===== config.mk =====
export PLATFORM = sky130hd
export DESIGN_NAME = sram_mem_controller
export DESIGN_NICKNAME = d
export VERILOG_FILES = /design/src/rtl/sram_mem_controller_pkg.sv /design/src/rtl/sram_mem_controller_phase_counter.sv /design/src/rtl/sram_mem_controller.sv
export SDC_FILE = /design/constraint.sdc
export NUM_CORES = 1
export LEC_CHECK = 0
export ABC_AREA = 1
export CORE_MARGIN = 1.5
export CORE_UTILIZATION = 50
export CTS_BUF_LIST = sky130_fd_sc_hd__clkbuf_4
export CTS_CLUSTER_SIZE = 14
export DETAILED_ROUTE_END_ITERATION = 10
export PLACE_DENSITY = 0.8
export SYNTH_ARGS = -nofsm -noshare
export SYNTH_HDL_FRONTEND = slang
export SYNTH_SLANG_ARGS = --single-unit

===== constraint.sdc =====
create_clock -name i_clk -period 2.2 [get_ports i_clk]
set_clock_uncertainty 0.1 [all_clocks]
set_input_delay 0.33 -clock i_clk [delete_from_list [all_inputs] [get_ports i_clk]]
set_output_delay 0.33 -clock i_clk [all_outputs]
set_load 0.01 [all_outputs]

===== src/rtl/sram_mem_controller_pkg.sv =====
// Shared types and constants for the SRAM memory controller: FSM state encoding,
// SRAM data width, phase-counter width and the byte-address to word-index mapping.
package sram_mem_controller_pkg;

    localparam int unsigned SRAM_DW = 16;
    localparam int unsigned CNT_W   = 4;

    typedef enum logic [1:0] {
        ST_IDLE = 2'd0,
        ST_LOW  = 2'd1,
        ST_HIGH = 2'd2,
        ST_DONE = 2'd3
    } state_t;

    // Word index relative to the SRAM base; the caller truncates to the SRAM word width.
    function automatic logic [31:0] word_index(input logic [31:0] byte_addr, input logic [31:0] base);
        return (byte_addr - base) >> 2;
    endfunction

endpackage


===== src/rtl/sram_mem_controller_phase_counter.sv =====
// Loadable down-counter timing each half-word phase; load has priority and the count
// saturates at zero, which is flagged combinationally.
module sram_mem_controller_phase_counter
    import sram_mem_controller_pkg::*;
(
    input  logic             i_clk,
    input  logic             i_rst,
    input  logic             i_load,
    input  logic [CNT_W-1:0] i_load_val,
    input  logic             i_dec,
    output logic [CNT_W-1:0] o_count,
    output logic             o_zero_c
);

    logic [CNT_W-1:0] r_count;

    always_ff @(posedge i_clk or negedge i_rst) begin
        if (!i_rst) begin
            r_count <= '0;
        end else if (i_load) begin
            r_count <= i_load_val;
        end else if (i_dec && (r_count != '0)) begin
            r_count <= r_count - CNT_W'(1);
        end
    end

    assign o_count  = r_count;
    assign o_zero_c = (r_count == '0);

endmodule


===== src/rtl/sram_mem_controller.sv =====
// MEM-stage controller splitting 32-bit loads/stores into two timed 16-bit SRAM
// phases (low half then high half) and freezing the pipeline while an access is in flight.
module sram_mem_controller
    import sram_mem_controller_pkg::*;
#(
    parameter int unsigned ADDR_W      = 18,
    parameter int unsigned WAIT_CYCLES = 2,
    parameter int unsigned BASE_ADDR   = 1024
)
(
    input  logic               i_clk,
    input  logic               i_rst,
    input  logic               i_rd_en,
    input  logic               i_wr_en,
    input  logic [31:0]        i_address,
    input  logic [31:0]        i_write_data,
    output logic [31:0]        o_read_data,
    output logic               o_ready,
    output logic               o_freeze,
    output logic [ADDR_W-1:0]  o_sram_addr,
    output logic [SRAM_DW-1:0] o_sram_dq_out,
    output logic               o_sram_dq_oe,
    input  logic [SRAM_DW-1:0] i_sram_dq_in,
    output logic               o_sram_we_n
);

    localparam logic [CNT_W-1:0] RELOAD = CNT_W'(WAIT_CYCLES - 1);
    // With a single cycle per phase that cycle is also the last, so no strobe is issued.
    localparam bit MULTI_CYCLE = (WAIT_CYCLES > 32'd1);

    state_t              r_state;
    logic                r_is_wr;
    logic [ADDR_W-2:0]   r_word;
    logic [31:0]         r_wdata;
    logic [SRAM_DW-1:0]  r_lo_buf;
    logic [31:0]         r_read_data;
    logic                r_ready;
    logic [ADDR_W-1:0]   r_sram_addr;
    logic [SRAM_DW-1:0]  r_dq_out;
    logic                r_dq_oe;
    logic                r_we_n;

    logic                w_req;
    logic [ADDR_W-2:0]   w_word;
    logic                w_load;
    logic                w_dec;
    logic [CNT_W-1:0]    w_count;
    logic                w_zero;

    assign w_req  = i_rd_en || i_wr_en;
    assign w_word = (ADDR_W-1)'(word_index(i_address, 32'(BASE_ADDR)));
    assign w_load = ((r_state == ST_IDLE) && w_req) || ((r_state == ST_LOW) && w_zero);
    assign w_dec  = ((r_state == ST_LOW) || (r_state == ST_HIGH)) && !w_zero;

    sram_mem_controller_phase_counter u_phase_cnt (
        .i_clk      (i_clk),
        .i_rst      (i_rst),
        .i_load     (w_load),
        .i_load_val (RELOAD),
        .i_dec      (w_dec),
        .o_count    (w_count),
        .o_zero_c   (w_zero)
    );

    // Sequencer; every SRAM-facing output is set up for the cycle the FSM enters next.
    always_ff @(posedge i_clk or negedge i_rst) begin
        if (!i_rst) begin
            r_state     <= ST_IDLE;
            r_is_wr     <= 1'b0;
            r_word      <= '0;
            r_wdata     <= '0;
            r_lo_buf    <= '0;
            r_read_data <= '0;
            r_ready     <= 1'b0;
            r_sram_addr <= '0;
            r_dq_out    <= '0;
            r_dq_oe     <= 1'b0;
            r_we_n      <= 1'b1;
        end else begin
            r_ready <= 1'b0;
            case (r_state)
                ST_IDLE: begin
                    if (w_req) begin
                        r_state     <= ST_LOW;
                        r_is_wr     <= i_wr_en;
                        r_word      <= w_word;
                        r_wdata     <= i_write_data;
                        r_sram_addr <= {w_word, 1'b0};
                        r_dq_out    <= i_write_data[15:0];
                        r_dq_oe     <= i_wr_en;
                        r_we_n      <= !(i_wr_en && MULTI_CYCLE);
                    end
                end
                ST_LOW: begin
                    if (w_zero) begin
                        r_state     <= ST_HIGH;
                        r_sram_addr <= {r_word, 1'b1};
                        r_dq_out    <= r_wdata[31:16];
                        r_we_n      <= !(r_is_wr && MULTI_CYCLE);
                        if (!r_is_wr) begin
                            r_lo_buf <= i_sram_dq_in;
                        end
                    end else begin
                        r_we_n <= !(r_is_wr && (w_count != CNT_W'(1)));
                    end
                end
                ST_HIGH: begin
                    if (w_zero) begin
                        r_state <= ST_DONE;
                        r_ready <= 1'b1;
                        r_dq_oe <= 1'b0;
                        r_we_n  <= 1'b1;
                        // Low half is staged so read_data changes only when a load completes.
                        if (!r_is_wr) begin
                            r_read_data <= {i_sram_dq_in, r_lo_buf};
                        end
                    end else begin
                        r_we_n <= !(r_is_wr && (w_count != CNT_W'(1)));
                    end
                end
                ST_DONE: begin
                    r_state <= ST_IDLE;
                end
                default: begin
                    r_state <= ST_IDLE;
                end
            endcase
        end
    end

    assign o_read_data   = r_read_data;
    assign o_ready       = r_ready;
    assign o_freeze      = w_req && !r_ready;
    assign o_sram_addr   = r_sram_addr;
    assign o_sram_dq_out = r_dq_out;
    assign o_sram_dq_oe  = r_dq_oe;
    assign o_sram_we_n   = r_we_n;

endmodule


==> results of run 1 <==
through the flow:
step	cell area [um2]	setup slack, ns	total power (W)
CTS	7460	0.0544	0.0111
global placement	7130	0.0563	0.00896
detailed placement	7130	0.0546	0.00922
finish	7470	0.165	0.0110
global route	7470	0.102	0.0119
floorplan	5610	0.642	0.00704
power groups by stage:
stage	Combinational (W)	Clock, W	Sequential (W)
global route	0.00574	0.00194	0.00419
finish	0.00508	0.00180	0.00407
global placement	0.00492	0	0.00404
floorplan	0.00277	0	0.00427
CTS	0.00515	0.00184	0.00407
detailed placement	0.00513	0	0.00409
registers in the layout, summed over array words and instances (netlist names):
| register | cells |
|---|---|
| o_sram_we_n | 1 |
| r_is_wr | 1 |
| r_word | 17 |
| u_phase_cnt.o_count | 4 |
| o_sram_dq_out | 16 |
| r_wdata | 16 |
| o_read_data | 32 |
| r_lo_buf | 16 |
| o_ready | 1 |
| o_sram_dq_oe | 1 |
| o_sram_addr | 18 |
| r_state | 2 |
kinds of logic after synthesis:
| kind of cell | after synthesis | share of synthesized area, % |
|---|---|---|
| and+or+nand+nor | 404 | 28.7 |
| buffers and inverters | 83 | 6.85 |
| DFF | 125 | 55.8 |
| xor gates and xnor gates | 2 | 0.312 |
| AOI/OAI and AO/OA | 70 | 6.60 |
| adders and majority gates | 8 | 1.78 |
timing repair:
action,in CTS,in global routing
setup buffers,0,0
hold endpoints to repair,124,0
endpoints found under the setup margin,0,1
resized for setup,0,1
hold buffers,1,0
layer usage:
layer	vias to the layer above	track usage [%]	wire, um
met1	2300	28.6	5510
met3	18	6.28	961
met5	-	0	0
met4	0	9.77	212
met2	172	39.2	6260
li1	2417	-	-
cell type report:
class	count	share of cell area, %
clock inverters	13	2.56
repair buffers	152	20.4
inverters	55	2.83
multi-input cells	484	28.1
clock buffers	18	1.81
flip-flops and latches	125	41.9
well taps	140	2.35
layout by cell type, fill, tap and decap left out:
cell type	Yosys	routed
nand3_2	1	1
a21oi_1	4	4
nand2_4	1	1
clkdlybuf4s50_1	0	136
ha_1	8	8
clkinv_2	0	2
dlymetal6s2s_1	0	1
dfrtp_1	124	124
nor2_1	28	28
inv_2	2	2
nand2_2	3	3
o21ai_0	51	51
inv_1	50	50
o211ai_1	1	1
a31oi_1	2	2
clkbuf_4	0	18
clkinv_4	0	5
o21ai_1	8	8
nand2_1	337	337
nand3_1	29	29
inv_4	2	2
buf_12	0	3
inv_6	0	2
dfstp_2	1	1
clkinv_1	1	1
o21ai_2	4	4
nor2_4	2	2
xor2_1	2	2
buf_4	0	11
bufinv_16	0	4
nand3b_4	1	1
or2_2	2	2
dlygate4sd3_1	0	1
how the worst min path moves through the flow:
| stage | end | slack, ns | depth (start not counted) |
|---|---|---|---|
| after CTS | r_wdata[24]$_DFFE_PN0P_ | 0.15 | 2 |
| after global placement | r_is_wr$_DFFE_PN0P_ | 0.16 | 1 |
| after global routing | u_phase_cnt.o_count[3]$_DFFE_PN0P_ | 0.16 | 2 |
| after detailed placement | r_word[2]$_DFFE_PN0P_ | 0.17 | 1 |
| after floorplan | o_read_data[0]$_DFFE_PN0P_ | -0.07 | 0 |
| final | o_sram_addr[3]$_DFFE_PN0P_ | 0.17 | 2 |
==> impl_metrics.yaml, run 1 <==
pwr:
  pwr_density_cell_nw_per_um2: 1470
  comb_power_share_pct: 46.4
  power_frac_clock_pct: 16.5
  p_leak_nw: 3.84
  ir_drop_v: 0.000729
  p_sw_w: 0.00434
  seqPwrFrac_pct: 37.1
  p_int_w: 0.00662
  p_sw_share_pct: 39.6
global_routing:
  grt_pass1_vias: 4823
  antenna_found_initial: 0
  grt_pass1_wl_um: 21500
  grt_max_degree: 64
  grt.overflow.total: 0
  grt_usage_pct: 23.4
detailed_routing:
  first_iter_violations: 288
  drcViolationCount: 0
  num_vias: 4907
  wire_per_inst_um: 13.1
  first_pass_iters: 6
  detail-route-antenna-nets: 0
  routed_wl_um: 12900
  via_per_inst: 4.97
setup_path:
  path_cells: "clkdlybuf4s50_1"
  r2r-start: "r_state[1]$_DFFE_PN0P_"
  startpoint: "o_sram_we_n$_DFFE_PN1P_"
  rrSetupSlack_ns: 0.31
  arrival_ns: 1.61
  crit_path_top_delay_cell: "clkdlybuf4s50_1"
  cp.depth: 1
  criticalPathCategory: "reg -> out"
  slowest_delay_ns: 0.56
  r2r_cells: 7
  crit_buf_inv: 1
  cpLargestDelayFamily: "buffers and inverters"
  critPathMaxFanout: 2
  critPathRequiredTime_ns: 1.77
  critPathLaunchType: "flip-flop"
  reg2reg_to: "o_sram_addr[11]$_DFFE_PN0P_"
  endpoint_kind: "output port"
  endpoint: "o_sram_we_n"
yosys:
  ys_seq_elements: 125
  netlist_top_cells_count: "nand2_1 (337), dfrtp_1 (124), o21ai_0 (51)"
  synth_area_leaders: "dfrtp_1 (55%), nand2_1 (23%), o21ai_0 (4.5%)"
  synth_top_flop_cell: "dfrtp_1"
  yosysTopAreaCellShare_pct: 55.3
  syn_inst: 692
  syn_area_um2: 5610
  synth_async_sr_flop_share_pct: 100
  synth_edf_count: 0
  yosysUniqueCellTypes: 27
  ys_warn_count: 0
  synth_area_leader_cell: "dfrtp_1"
  synth.most_common_cell: "nand2_1"
  seq_area_frac_synth_pct: 55.8
  syn_avg_cell_area_um2: 8.11
  syn-num-nets: 784
clock_tree:
  cts_sinks: 125
  cts-root-buf: "clkbuf_4"
  cts_tree: "yes"
  htreeDepth: 4
  clk_pin_slew_ns: 0.11
  cts_buffers: 17
  clk-insertion-delay-late_ns: 0.52
  clk_path_buf_depth: 2
timing:
  fin_hold_ws_ns: 0.168
  final.min_clock_period_ns: 2.04
  post-route-period-util_pct: 92.5
  finalSetupTns_ns: 0
  drv_slew: 0
  max_freq_mhz: 491
  worstMarginPinSlew_ns: 0.424
  finalSetupViolCount: 0
  final_hold_viol_count: 0
  slew_headroom_pct: 71.7
  rsz0062_at_grt: "no"
final_layout:
  regArea_um2: 3130
  multiInputGateArea_um2: 2100
  antenna_cells: 0
  layout.nets: 927
  layout.cells.non_filler: 987
  drive_above_1_share_pct: 7.56
  area_growth_syn_to_layout_pct: 33.1
  postLayoutCoreUtil_pct: 68.6
  fillerInstances: 898
place:
  place_inst: 955
  dp_hpwl_um: 9050
  io_buffers: 138
  place_congestion: 0.911
floorplanning:
  initial_utilization_pct: 51.5
  die_h_um: 109
  die_w_um: 109
  io_pins: 154
  core_region_area_um2: 10900
  fp-row-count: 38
  die_area_um2: 11900
run_status:
  status: "complete, no violations"
run:
  maxCapViolCount: 0
hold_path:
  hp-class: "in -> async"
No activity file was read; power rests on OpenSTA's default activity.
==> inputs of run 2 (changes only) <==
Settings changed: ABC_CLOCK_PERIOD_IN_PS set to 2200.
==> results of run 2 <==
No change in the layout: final DEF, timing and power equal those of run 1.
==> inputs of run 3 (changes only) <==
Settings changed: SYNTH_HIERARCHICAL set to 1.
==> run 3 against run 2 <==
Compared with the run above: sequential power barely moved; via count fell by 4.0%; combinational power is 3% higher.
==> impl_metrics.yaml, run 3 <==
run_status:
  status: "complete, no violations"
clock_tree:
  clk_path_buf_depth: 2
  htreeDepth: 4
  cts-root-buf: "clkbuf_4"
  cts_tree: "yes"
  clk-insertion-delay-late_ns: 0.52
  cts_buffers: 17
  cts_sinks: 125
  post-cts-setup-buffers: 0
  clk_pin_slew_ns: 0.10
setup_path:
  critPathLaunchType: "input port"
  critPathRequiredTime_ns: 1.77
  reg2reg_to: "o_read_data[10]$_DFFE_PN0P_"
  arrival_ns: 1.65
  critPathMaxFanout: 4
  criticalPathCategory: "in -> out"
  r2r-start: "u_phase_cnt/o_count[0]$_DFFE_PN0P_"
  endpoint: "o_freeze"
  rrSetupSlack_ns: 0.13
  endpoint_kind: "output port"
  startpoint: "i_wr_en"
  r2r_cells: 9
detailed_routing:
  detail-route-antenna-nets: 0
  drcViolationCount: 0
  first_pass_iters: 6
  first_iter_violations: 195
  via_per_inst: 4.91
  num_vias: 4712
  wire_per_inst_um: 13.3
  routed_wl_um: 12700
yosys:
  synth_async_sr_flop_share_pct: 100
  synth_top_flop_cell: "dfrtp_1"
  seq_area_frac_synth_pct: 55.8
  synth_area_leader_cell: "dfrtp_1"
  ys_warn_count: 6
  yosysUniqueCellTypes: 30
  synth.most_common_cell: "nand2_1"
  yosysTopAreaCellShare_pct: 55.3
  syn_avg_cell_area_um2: 8.41
  syn_area_um2: 5610
  netlist_top_cells_count: "nand2_1 (298), dfrtp_1 (124), inv_1 (46)"
  synth_edf_count: 0
  syn_inst: 667
  ys_seq_elements: 125
  synth_area_leaders: "dfrtp_1 (55%), nand2_1 (20%), o21ai_0 (4.0%)"
final_layout:
  final_cell_area_um2: 7390
  layout.nets: 899
  largest_reg_flops: 32
  final_common_cell: "nand2_1"
  fillerInstances: 901
  antenna_cells: 0
  drive_above_1_share_pct: 9.76
  postLayoutCoreUtil_pct: 67.9
  area_growth_syn_to_layout_pct: 31.9
  final_cell_mix: "nand2_1 (296), clkdlybuf4s50_1 (137), dfrtp_1 (124)"
global_routing:
  grt.overflow.total: 0
  grt_pass1_wl_um: 21500
  grt_usage_pct: 23.2
  grt_pass1_vias: 4697
  grt_max_degree: 120
  antenna_found_initial: 0
floorplanning:
  core_region_area_um2: 10900
  fp-row-count: 38
  die_area_um2: 11900
  initial_utilization_pct: 51.5
  io_pins: 154
  die_h_um: 109
  die_w_um: 109
timing:
  drv_slew: 0
  post-route-period-util_pct: 94.4
  slew_headroom_pct: 58.1
  worstMarginPinSlew_ns: 0.629
  max_freq_mhz: 481
  fin_hold_ws_ns: 0.0590
  final.min_clock_period_ns: 2.08
  finalSetupViolCount: 0
  rsz0062_at_grt: "no"
  finalSetupTns_ns: 0
  final_hold_viol_count: 0
place:
  place_congestion: 0.789
  dp_hpwl_um: 9040
  io_buffers: 138
  placed_cell_area_um2: 7090
pwr:
  ir_drop_v: 0.000803
  p_leak_nw: 3.74
  pwr_density_cell_nw_per_um2: 1470
hold_path:
  hp-class: "in -> async"
run:
  maxCapViolCount: 0
[run 3: logic make-up (layout without fill, tap and decap cells)]
| group | after synthesis | in the layout | synth area share [%] |
|---|---|---|---|
| muxes | 16 | 16 | 3.21 |
| xor gates and xnor gates | 1 | 1 | 0.156 |
| AOI/OAI and AO/OA | 76 | 76 | 7.01 |
| and+or+nand+nor | 358 | 358 | 25.2 |
| adders and majority gates | 7 | 7 | 1.56 |
| buffers and inverters | 82 | 233 | 6.92 |
| other | 2 | 4 | 0.134 |
| DFF | 125 | 125 | 55.8 |
[run 3: report_power, final]
part           total (W)  leakage (nW)  switching (W)  internal [W]
sequential       0.00409          1.52       0.000633       0.00346
clock            0.00151         0.140       0.000826      0.000683
combinational    0.00524          2.08        0.00284       0.00240
total             0.0108          3.74        0.00429       0.00655
[run 3: repair_timing]
action	4_1_cts	5_1_grt
resized for setup	0	7
endpoints found under the hold margin	124	0
endpoints found under the setup margin	0	36
hold buffers	1	0
[run 3: metrics by stage]
step / power [W] / setup slack [ns] / cells
after floorplan: 0.00723 / 0.317 / 669
after global placement: 0.00910 / 0.186 / 928
after detailed placement: 0.00936 / 0.126 / 928
after CTS: 0.0109 / 0.0569 / 960
after global routing: 0.0118 / 0.0207 / 960
final: 0.0108 / 0.123 / 960
[run 3: worst max-delay path: stages]
cell             delay [ns]
clkdlybuf4s50_1        0.55
nor2_2                 0.10
nor2_1                 0.12
clkdlybuf4s50_1        0.55
[run 3: worst min-delay path by stage]
stage | from | end | slack (ns) | cells past startpoint
finish | i_rst | o_sram_addr[13]$_DFFE_PN0P_ | 0.06 | 2
global route | i_rst | o_sram_addr[14]$_DFFE_PN0P_ | 0.03 | 2
CTS | i_rst | o_sram_addr[12]$_DFFE_PN0P_ | 0.02 | 2
detailed placement | i_rst | o_sram_addr[12]$_DFFE_PN0P_ | 0.05 | 1
global placement | i_rst | o_sram_addr[12]$_DFFE_PN0P_ | 0.05 | 1
floorplan | i_rst | o_read_data[0]$_DFFE_PN0P_ | -0.07 | 0
[run 3: metal layers]
| metal | up-vias | track usage [%] | share of wire, % |
|---|---|---|---|
| met5 | - | 0 | 0 |
| met4 | 0 | 6.58 | 0.94 |
| met3 | 17 | 9.26 | 9.2 |
| met2 | 167 | 38.6 | 50 |
| met1 | 2187 | 28.0 | 40 |
| li1 | 2341 | - | - |
[run 3: area by class of cell]
| class | instances | area [um2] | share of cell area, % |
|---|---|---|---|
| multi-input combinational | 462 | 2110 | 28.5 |
| tap | 140 | 175 | 2.37 |
| clock buffer | 19 | 143 | 1.93 |
| sequential | 125 | 3130 | 42.3 |
| clock inverter | 12 | 124 | 1.68 |
| timing repair buffer | 149 | 1510 | 20.4 |
| inverter | 53 | 208 | 2.81 |
